File: config.mk
export PLATFORM = sky130hd
export DESIGN_NAME = seq_contador_modulo_flat
export DESIGN_NICKNAME = d
export VERILOG_FILES = /design/src/rtl/seq_contador_modulo_if.sv /design/src/rtl/seq_contador_modulo.sv /design/src/flat_wrapper.sv
export SDC_FILE = /design/constraint.sdc
export NUM_CORES = 1
export LEC_CHECK = 0
export BUFFER_PORTS_ARGS = -buffer_cell sky130_fd_sc_hd__buf_2
export CAP_MARGIN = 20
export CORE_MARGIN = 1.5
export CORE_UTILIZATION = 40
export CTS_CLUSTER_DIAMETER = 200
export DETAILED_ROUTE_END_ITERATION = 12
export GPL_ROUTABILITY_DRIVEN = 0
export PLACE_DENSITY = 0.69
export REMOVE_ABC_BUFFERS = 1
export SETUP_SLACK_MARGIN = 0.02
export SYNTH_ARGS = -nofsm -noshare
export SYNTH_HDL_FRONTEND = slang
export SYNTH_SLANG_ARGS = --single-unit
File: constraint.sdc
create_clock -name clk -period 2.3 [get_ports clk]
set_input_delay 0.345 -clock clk [delete_from_list [all_inputs] [get_ports clk]]
set_output_delay 0.345 -clock clk [all_outputs]
set_load 0.005 [all_outputs]
File: src/rtl/seq_contador_modulo_if.sv
// Command channel of the modulo-N counter sequencer.
// The master issues commands; the slave (controller) reports readiness.
interface seq_contador_modulo_if #(
    parameter int WIDTH = 3
) ();
    logic             cmd_valid;
    logic             cmd_ready;
    logic [1:0]       cmd_op;
    logic [WIDTH-1:0] cmd_arg;

    modport master (
        output cmd_valid,
        output cmd_op,
        output cmd_arg,
        input  cmd_ready
    );

    modport slave (
        input  cmd_valid,
        input  cmd_op,
        input  cmd_arg,
        output cmd_ready
    );
endinterface : seq_contador_modulo_if

File: src/rtl/seq_contador_modulo.sv
// Command-driven sequencer for a programmable modulo-N up-counter.
// Commands: LOAD_MOD, START (bounded or free-run), PAUSE toggle, STOP.
// All outputs come straight from flops; tc/done/err are one-cycle pulses.
module seq_contador_modulo #(
    parameter int WIDTH   = 3,
    parameter int DEF_MOD = 7,
    parameter int WCNT_W  = 8
) (
    input  logic                  clk,
    input  logic                  clear_n,
    seq_contador_modulo_if.slave  cmd,
    output logic [WIDTH-1:0]      q,
    output logic                  running,
    output logic                  paused,
    output logic                  tc,
    output logic                  done,
    output logic                  err,
    output logic [WCNT_W-1:0]     wrap_cnt
);

    typedef enum logic [1:0] {
        ST_IDLE = 2'd0,
        ST_RUN  = 2'd1,
        ST_HOLD = 2'd2
    } state_t;

    localparam logic [1:0] OP_LOAD  = 2'b00;
    localparam logic [1:0] OP_START = 2'b01;
    localparam logic [1:0] OP_PAUSE = 2'b10;
    localparam logic [1:0] OP_STOP  = 2'b11;

    localparam logic [WIDTH-1:0]  W_ZERO  = WIDTH'(0);
    localparam logic [WIDTH-1:0]  W_ONE   = WIDTH'(1);
    localparam logic [WIDTH-1:0]  W_TWO   = WIDTH'(2);
    localparam logic [WIDTH-1:0]  W_DEF   = WIDTH'(DEF_MOD);
    localparam logic [WCNT_W-1:0] C_ZERO  = WCNT_W'(0);
    localparam logic [WCNT_W-1:0] C_ONE   = WCNT_W'(1);
    localparam logic [WCNT_W-1:0] C_FULL  = {WCNT_W{1'b1}};

    state_t             state_q, state_d;
    logic [WIDTH-1:0]   q_q, q_d;
    logic [WIDTH-1:0]   mod_q, mod_d;
    logic [WIDTH-1:0]   rem_q, rem_d;
    logic [WCNT_W-1:0]  wcnt_q, wcnt_d;
    logic               ready_q;
    logic               run_q, run_d;
    logic               hold_q, hold_d;
    logic               tc_q, tc_d;
    logic               done_q, done_d;
    logic               err_q, err_d;
    logic               accept_s;
    logic               at_top_s;

    // A command is taken only when the controller advertises ready.
    assign accept_s = cmd.cmd_valid && ready_q;
    // Last count value before the wrap back to zero.
    assign at_top_s = (q_q == (mod_q - W_ONE));

    // Next-state computation: accepted commands take priority over counting.
    always_comb begin
        state_d = state_q;
        q_d     = q_q;
        mod_d   = mod_q;
        rem_d   = rem_q;
        wcnt_d  = wcnt_q;
        tc_d    = 1'b0;
        done_d  = 1'b0;
        err_d   = 1'b0;

        if (accept_s) begin
            case (cmd.cmd_op)
                OP_LOAD: begin
                    // Modulus may only change while idle, and must be >= 2.
                    if ((state_q == ST_IDLE) && (cmd.cmd_arg >= W_TWO)) begin
                        mod_d = cmd.cmd_arg;
                    end else begin
                        err_d = 1'b1;
                    end
                end
                OP_START: begin
                    // START restarts from any state, including a live run.
                    q_d     = W_ZERO;
                    rem_d   = cmd.cmd_arg;
                    wcnt_d  = C_ZERO;
                    state_d = ST_RUN;
                end
                OP_PAUSE: begin
                    if (state_q == ST_RUN) begin
                        state_d = ST_HOLD;
                    end else if (state_q == ST_HOLD) begin
                        state_d = ST_RUN;
                    end else begin
                        err_d = 1'b1;
                    end
                end
                OP_STOP: begin
                    // STOP while idle is a silent no-op.
                    if (state_q != ST_IDLE) begin
                        q_d     = W_ZERO;
                        rem_d   = W_ZERO;
                        state_d = ST_IDLE;
                    end else begin
                        state_d = ST_IDLE;
                    end
                end
                default: begin
                    err_d = 1'b1;
                end
            endcase
        end else if (state_q == ST_RUN) begin
            if (at_top_s) begin
                q_d  = W_ZERO;
                tc_d = 1'b1;
                if (wcnt_q != C_FULL) begin
                    wcnt_d = wcnt_q + C_ONE;
                end else begin
                    wcnt_d = wcnt_q;
                end
                // Bounded run: the wrap that exhausts the budget ends the run.
                if (rem_q != W_ZERO) begin
                    rem_d = rem_q - W_ONE;
                    if (rem_q == W_ONE) begin
                        state_d = ST_IDLE;
                        done_d  = 1'b1;
                    end else begin
                        state_d = ST_RUN;
                    end
                end else begin
                    rem_d = rem_q;
                end
            end else begin
                q_d = q_q + W_ONE;
            end
        end else begin
            state_d = state_q;
        end
    end

    // Status flags are decoded from the next state so they leave a flop.
    always_comb begin
        run_d  = (state_d == ST_RUN);
        hold_d = (state_d == ST_HOLD);
    end

    // State and output registers, cleared asynchronously.
    always_ff @(posedge clk or negedge clear_n) begin
        if (!clear_n) begin
            state_q <= ST_IDLE;
            q_q     <= W_ZERO;
            mod_q   <= W_DEF;
            rem_q   <= W_ZERO;
            wcnt_q  <= C_ZERO;
            ready_q <= 1'b0;
            run_q   <= 1'b0;
            hold_q  <= 1'b0;
            tc_q    <= 1'b0;
            done_q  <= 1'b0;
            err_q   <= 1'b0;
        end else begin
            state_q <= state_d;
            q_q     <= q_d;
            mod_q   <= mod_d;
            rem_q   <= rem_d;
            wcnt_q  <= wcnt_d;
            ready_q <= 1'b1;
            run_q   <= run_d;
            hold_q  <= hold_d;
            tc_q    <= tc_d;
            done_q  <= done_d;
            err_q   <= err_d;
        end
    end

    assign cmd.cmd_ready = ready_q;
    assign q             = q_q;
    assign running       = run_q;
    assign paused        = hold_q;
    assign tc            = tc_q;
    assign done          = done_q;
    assign err           = err_q;
    assign wrap_cnt      = wcnt_q;

endmodule : seq_contador_modulo

File: src/flat_wrapper.sv
// flat-port wrapper written by rule: the top's interface ports become plain ports
module seq_contador_modulo_flat 
#(
    parameter int WIDTH   = 3,
    parameter int DEF_MOD = 7,
    parameter int WCNT_W  = 8
)
  (clk, clear_n, q, running, paused, tc, done, err, wrap_cnt, cmd_cmd_valid, cmd_cmd_op, cmd_cmd_arg, cmd_cmd_ready);
  seq_contador_modulo_if #(.WIDTH(WIDTH)) cmd_i ();
  input  logic clk;
  input  logic clear_n;
  output logic [WIDTH-1:0] q;
  output logic running;
  output logic paused;
  output logic tc;
  output logic done;
  output logic err;
  output logic [WCNT_W-1:0] wrap_cnt;
  input wire logic [$bits(cmd_i.cmd_valid)-1:0] cmd_cmd_valid;
  input wire logic [$bits(cmd_i.cmd_op)-1:0] cmd_cmd_op;
  input wire logic [$bits(cmd_i.cmd_arg)-1:0] cmd_cmd_arg;
  output wire logic [$bits(cmd_i.cmd_ready)-1:0] cmd_cmd_ready;
  assign cmd_i.cmd_valid = cmd_cmd_valid;
  assign cmd_i.cmd_op = cmd_cmd_op;
  assign cmd_i.cmd_arg = cmd_cmd_arg;
  assign cmd_cmd_ready = cmd_i.cmd_ready;
  seq_contador_modulo #(.WIDTH(WIDTH), .DEF_MOD(DEF_MOD), .WCNT_W(WCNT_W)) u_core (.clk(clk), .clear_n(clear_n), .cmd(cmd_i), .q(q), .running(running), .paused(paused), .tc(tc), .done(done), .err(err), .wrap_cnt(wrap_cnt));
endmodule
# == Word-level counts from Yosys, hierarchy flattened ==
# Index checks and enable logic that the tools add are counted.
# totals
reg_bits,25
inputBits,8
out_inout_bits,17
# op_classes
order_cmp,1
n_mux,36
reduce_logical,14
n_addsub,4
eq_ne,13
# ops
cell,count
8-bit 2-to-1 mux,5
3-bit 2-to-1 mux,8
1-bit 2-to-1 mux,13
2-bit 2-to-1 mux,6
3-bit one-hot mux with 2 select lines,2
2-bit nonzero test,5
"8-bit by 1-bit adder with 8-bit output, second input constant",1
"2-bit == test, second input constant",4
"8-bit inequality test, second input constant",1
"2-bit by 1-bit == test with 1-bit output, second input constant",3
"3-bit inequality test, second input constant",2
2-bit one-hot mux with 3 select lines,1
3-bit AND reduction,2
"3-bit by 1-bit subtractor with 3-bit output, second input constant",2
5-bit AND reduction,1
2-bit zero test,2
4-bit AND reduction,1
"3-bit by 1-bit adder with 3-bit output, second input constant",1
"3-bit by 1-bit == test with 1-bit output, second input constant",1
3-bit == test,1
"3-bit by 2-bit >= comparator with 1-bit output, second input constant",1
3-bit nonzero test,1
1-bit logical AND,2
"2-bit inequality test, second input constant",1
1-bit one-hot mux with 2 select lines,1

# == Logic depth before layout (Yosys ltp) ==
# depth
word_depth,7
depth_mapped,7
depth_no_buf,6

# == Worst setup path before layout ==
# No wires, ideal clock.
# synth_timing
kind,register to register
startpoint,register u_core.mod_q[0]
endpoint,register u_core.wcnt_q[5] (netlist: u_core.wrap_cnt[5])
setup_time_ns,0.078
path_buffers,0
arrival_ns,1.931
path_stages_with_launch,7
synth_period_minus_slack_ns,2.009
setup_slack_ns,0.291
path_cell_list,dfstp_2 -> inv_1 -> ha_1 -> xnor3_2 -> a31oi_4 -> or4_1 -> a21oi_1
# synth_via
elab_chain_cells,4
# synth_rtl
item,line_no,text
start: declaration,seq_contador_modulo.sv:42,"logic [WIDTH-1:0] mod_q, mod_d;"
start signal: assignment,seq_contador_modulo.sv:162,mod_q <= mod_d;
3-bit by 1-bit subtractor with 3-bit output,seq_contador_modulo.sv:57,assign at_top_s = (q_q == (mod_q - W_ONE));
3-bit == test,seq_contador_modulo.sv:57,
2-bit nonzero test (no line),n/a,
4-bit AND reduction (no line),n/a,
end signal: assignment,seq_contador_modulo.sv:164,wcnt_q <= wcnt_d;
end: declaration,seq_contador_modulo.sv:44,"logic [WCNT_W-1:0] wcnt_q, wcnt_d;"
# Every way passes these cells.
# A chain may end at the register's enable or synchronous reset.

# == Worst setup path in the final report ==
# layout_timing
startpoint,register u_core.mod_q[0]
endpoint,register u_core.hold_q (netlist: u_core.paused)
# layout_via
elab_chain_cells,6
# layout_rtl
item,line_no,text
3-bit by 1-bit subtractor with 3-bit output,seq_contador_modulo.sv:57,
3-bit == test,seq_contador_modulo.sv:57,
2-bit 2-to-1 mux,seq_contador_modulo.sv:111,if (at_top_s) begin
2-bit 2-to-1 mux,seq_contador_modulo.sv:110,end else if (state_q == ST_RUN) begin
2-bit 2-to-1 mux,seq_contador_modulo.sv:70,if (accept_s) begin
2-bit == test,seq_contador_modulo.sv:142,hold_d = (state_d == ST_HOLD);
net u_core.hold_d,seq_contador_modulo.sv:47,"logic hold_q, hold_d;"
end signal: assignment,seq_contador_modulo.sv:167,hold_q <= hold_d;
end: declaration,seq_contador_modulo.sv:47,
# The timed path passes the listed nets, and every way through them passes these cells.

==> run_results.csv <==
group,metric,value,unit
sta,post-route-min-period,2170,ps
cts,htree_levels,1,
final_layout,layout.nets,195,
final_layout,utilization,47.7,%
sta,setup_slack,130,ps
placement,hpwl,2350,µm
cts,root_buffer,"clkbuf_8",
sta,relSlewSlack,59.1,%
synth,syn_inst,149,
drt,drt-initial-drc-count,22,
placement,port_buffers,24,
final_layout,syn2layout_area_growth,15.1,%
die,die_h,64.4,µm
hold_path,min-delay-path-class,"primary input to async pin",
critical_path,worst-path-stages,6,
synth,synth_edf_count,0,
critical_path,worstPathCellList,"inv_1, ha_1, xnor3_2, o2111ai_1, o211a_1, o21a_1",
global_routing,grt_pass1_vias,1157,
final_layout,finalNonFillerCells,224,
power,sequentialPowerShare,39.1,%
critical_path,r2r_cells,6,
synth,yosysTopAreaCell,"dfrtp_1",
sta,slew_viol_final,0,
placement,pre_cts_slack,129,ps
critical_path,crit_path_start_kind,"flop",
placement,placed_cell_area,1660,µm²
sta,skew,1.71,ps
power,combPwrFrac,45.6,%
power,p_leak,0.773,nW
cts,cts_buffers,3,
global_routing,gr-usage-all-layers,16.3,%
sta,grt_setup_unrepaired,"yes",
sta,fin_crit_sh,94.3,%
synth,synth_area_leaders,"dfrtp_1 (37%), ha_1 (8.3%), dfstp_2 (5.2%), nand2_1 (4.0%), nand3_1 (3.0%)",
critical_path,critical_path_class,"flop to flop",
global_routing,grt_pass1_wl,5230,µm
power,clkPwrFrac,15.2,%
final_layout,multi_input_area,822,µm²
cts,path_clk_slew,80,ps
drt,num_vias,1222,
cts,clock_latency,270,ps
critical_path,required,2470,ps
synth,synthFlopType,"dfrtp_1",
drt,wl_per_cell,13.8,µm
critical_path,cp-end-kind,"flop",
critical_path,crit_fanout,8,
die,coreArea,3630,µm²
power,p_sw_share,39.7,%
synth,syn_area,1510,µm²
final_layout,drive_gt1_share,28.4,%
placement,dp.cells,217,
cts,cts_tree,"done",
global_routing,antenna_found_initial,0,
final_layout,regArea,629,µm²
synth,yosys.area.top_type_share,36.5,%
die,start_util,41.5,%
critical_path,crit_arrival,2340,ps
sta,max_freq,0.461,GHz
synth,synthTopCellsByCount,"dfrtp_1 (22), nand2_1 (16), ha_1 (10), nor2_1 (10)",
synth,yosys.cell_types.count,52,
sta,fin_hold_ws,46.3,ps
power,power,1.70,mW
synth,seq_area_frac_synth,41.8,%
final_layout,fill_cells,369,
drt,viasPerCell,5.46,
sta,setup-tns-final,0,ps
drt,wirelength,3090,µm
critical_path,cp.buffers_inverters,1,
cts,cts_sinks,25,
drt,drc,0,
die,fp.dieW,64.4,µm
job,maxCapViolCount,0,
synth,synth_most_common_cell,"dfrtp_1",
global_routing,grt_max_degree,26,
die,ios,25,
drt,drt-pass1-iter-count,4,
sta,worstMarginPinSlew,613,ps
sta,finalHoldViolCount,0,
synth,synth.avg_cell_area,10.1,µm²
outcome,status,"completed",
die,dieArea,4140,µm²
sta,finalSetupViolations,0,
critical_path,crit_path_max_incr_delay,560,ps
synth,ys_seq_elements,25,
final_layout,diodes,0,
final_layout,finalInstanceArea,1730,µm²
power,power.internal,1.02,mW
synth,synthArstFlopShare,100,%
critical_path,slowest_stage,"dfstp_2",
synth,yosysWarningCount,0,
drt,ant_nets,0,
global_routing,grt_overflow_total,0,
die,rows,22,
power,vdd_drop_max,0.000292,V
power,powerDensity,978,nW/µm²
cts,max-clock-path-buffers,2,
critical_path,path_delay_family,"compound AO/OA/AOI/OAI gates",
power,p_sw,674,µW
## worst reg2reg max path, stage by stage (launching register included)
cell and delay (ps):
dfstp_2 560, inv_1 60, ha_1 190, xnor3_2 430, o2111ai_1 330, o211a_1 340
o21a_1 170
## layout by cell type (no fill, tap or decap), drive strengths merged, types with 2 or more instances in the layout
cell / Yosys / final
mux2: 2 / 2
nand3: 9 / 9
buf: 2 / 27
nand2: 16 / 16
o31ai: 3 / 3
nor2: 10 / 10
dfstp: 3 / 3
ha: 10 / 10
xor2: 2 / 2
mux2i: 3 / 3
a31oi: 2 / 2
nor4: 2 / 2
o21ai: 10 / 10
a31o: 2 / 2
a21oi: 7 / 7
nor3b: 3 / 3
clkbuf: 2 / 3
or4: 3 / 3
dfrtp: 22 / 22
inv: 9 / 9
## power by group through the flow
stage               Combinational (mW)  Clock [mW]  Sequential (mW)
global placement                 0.697           0            0.666
floorplan                        0.521           0            0.658
CTS                              0.726       0.263            0.666
global route                     0.868       0.291            0.682
finish                           0.774       0.259            0.664
detailed placement               0.720           0            0.673
## worst paths after layout
check / from / endpoint / slack (ps)
setup / recovery: u_core.mod_q[0] / u_core.paused / 130
hold / removal: clear_n / u_core.wrap_cnt[5] / 50
setup reg to reg: u_core.mod_q[0] / u_core.paused / 130
hold reg to reg: u_core.wrap_cnt[7] / u_core.wrap_cnt[7] / 510
max in group asynchronous: clear_n / u_core.mod_q[1] / 1890
min in group clk: cmd_cmd_arg[0] / u_core.mod_q[0] / 300
## area by class of cell
cell class              instances  area share [%]
multi-input cells             111            47.4
flip-flops and latches         25            36.3
repair buffers                 27            8.23
well taps                      48            3.46
clock buffers                   3            2.38
inverters                       9            1.95
clock inverters                 1           0.289
## routing by layer
metal  wire length, µm  vias up  global-route usage [%]  part of all wire, %
met5                 0        -                       0                    0
met4                25        0                    5.59                 0.81
met3               122        3                    2.46                  3.9
met2              1550       24                    27.5                   50
met1              1400      600                    21.3                   45
li1                  -      595                       -                    -
## repair_timing
| item | CTS | global route |
|---|---|---|
| resized for setup | 0 | 1 |
| setup buffers | 0 | 3 |
| endpoints found under the setup margin | 0 | 6 |
| hold buffers | 0 | 0 |
## sequential cells by signal, summed over array words and instances, names as in the netlist
register,flops
u_core.running,1
u_core.paused,1
u_core.rem_q,3
u_core.wrap_cnt,8
u_core.q,3
u_core.done,1
u_core.err,1
u_core.mod_q,3
u_core.state_q,2
u_core.tc,1
u_core.cmd.cmd_ready,1
## kinds of logic after synthesis
logic type	share of synthesized area, %
muxes	3.49
other	0.249
and+or+nand+nor	18.8
xor gates and xnor gates	4.32
DFF	41.8
AOI/OAI and AO/OA	19.3
adders and majority gates	8.31
buffers and inverters	3.82
(Power assumes the default switching activity.)
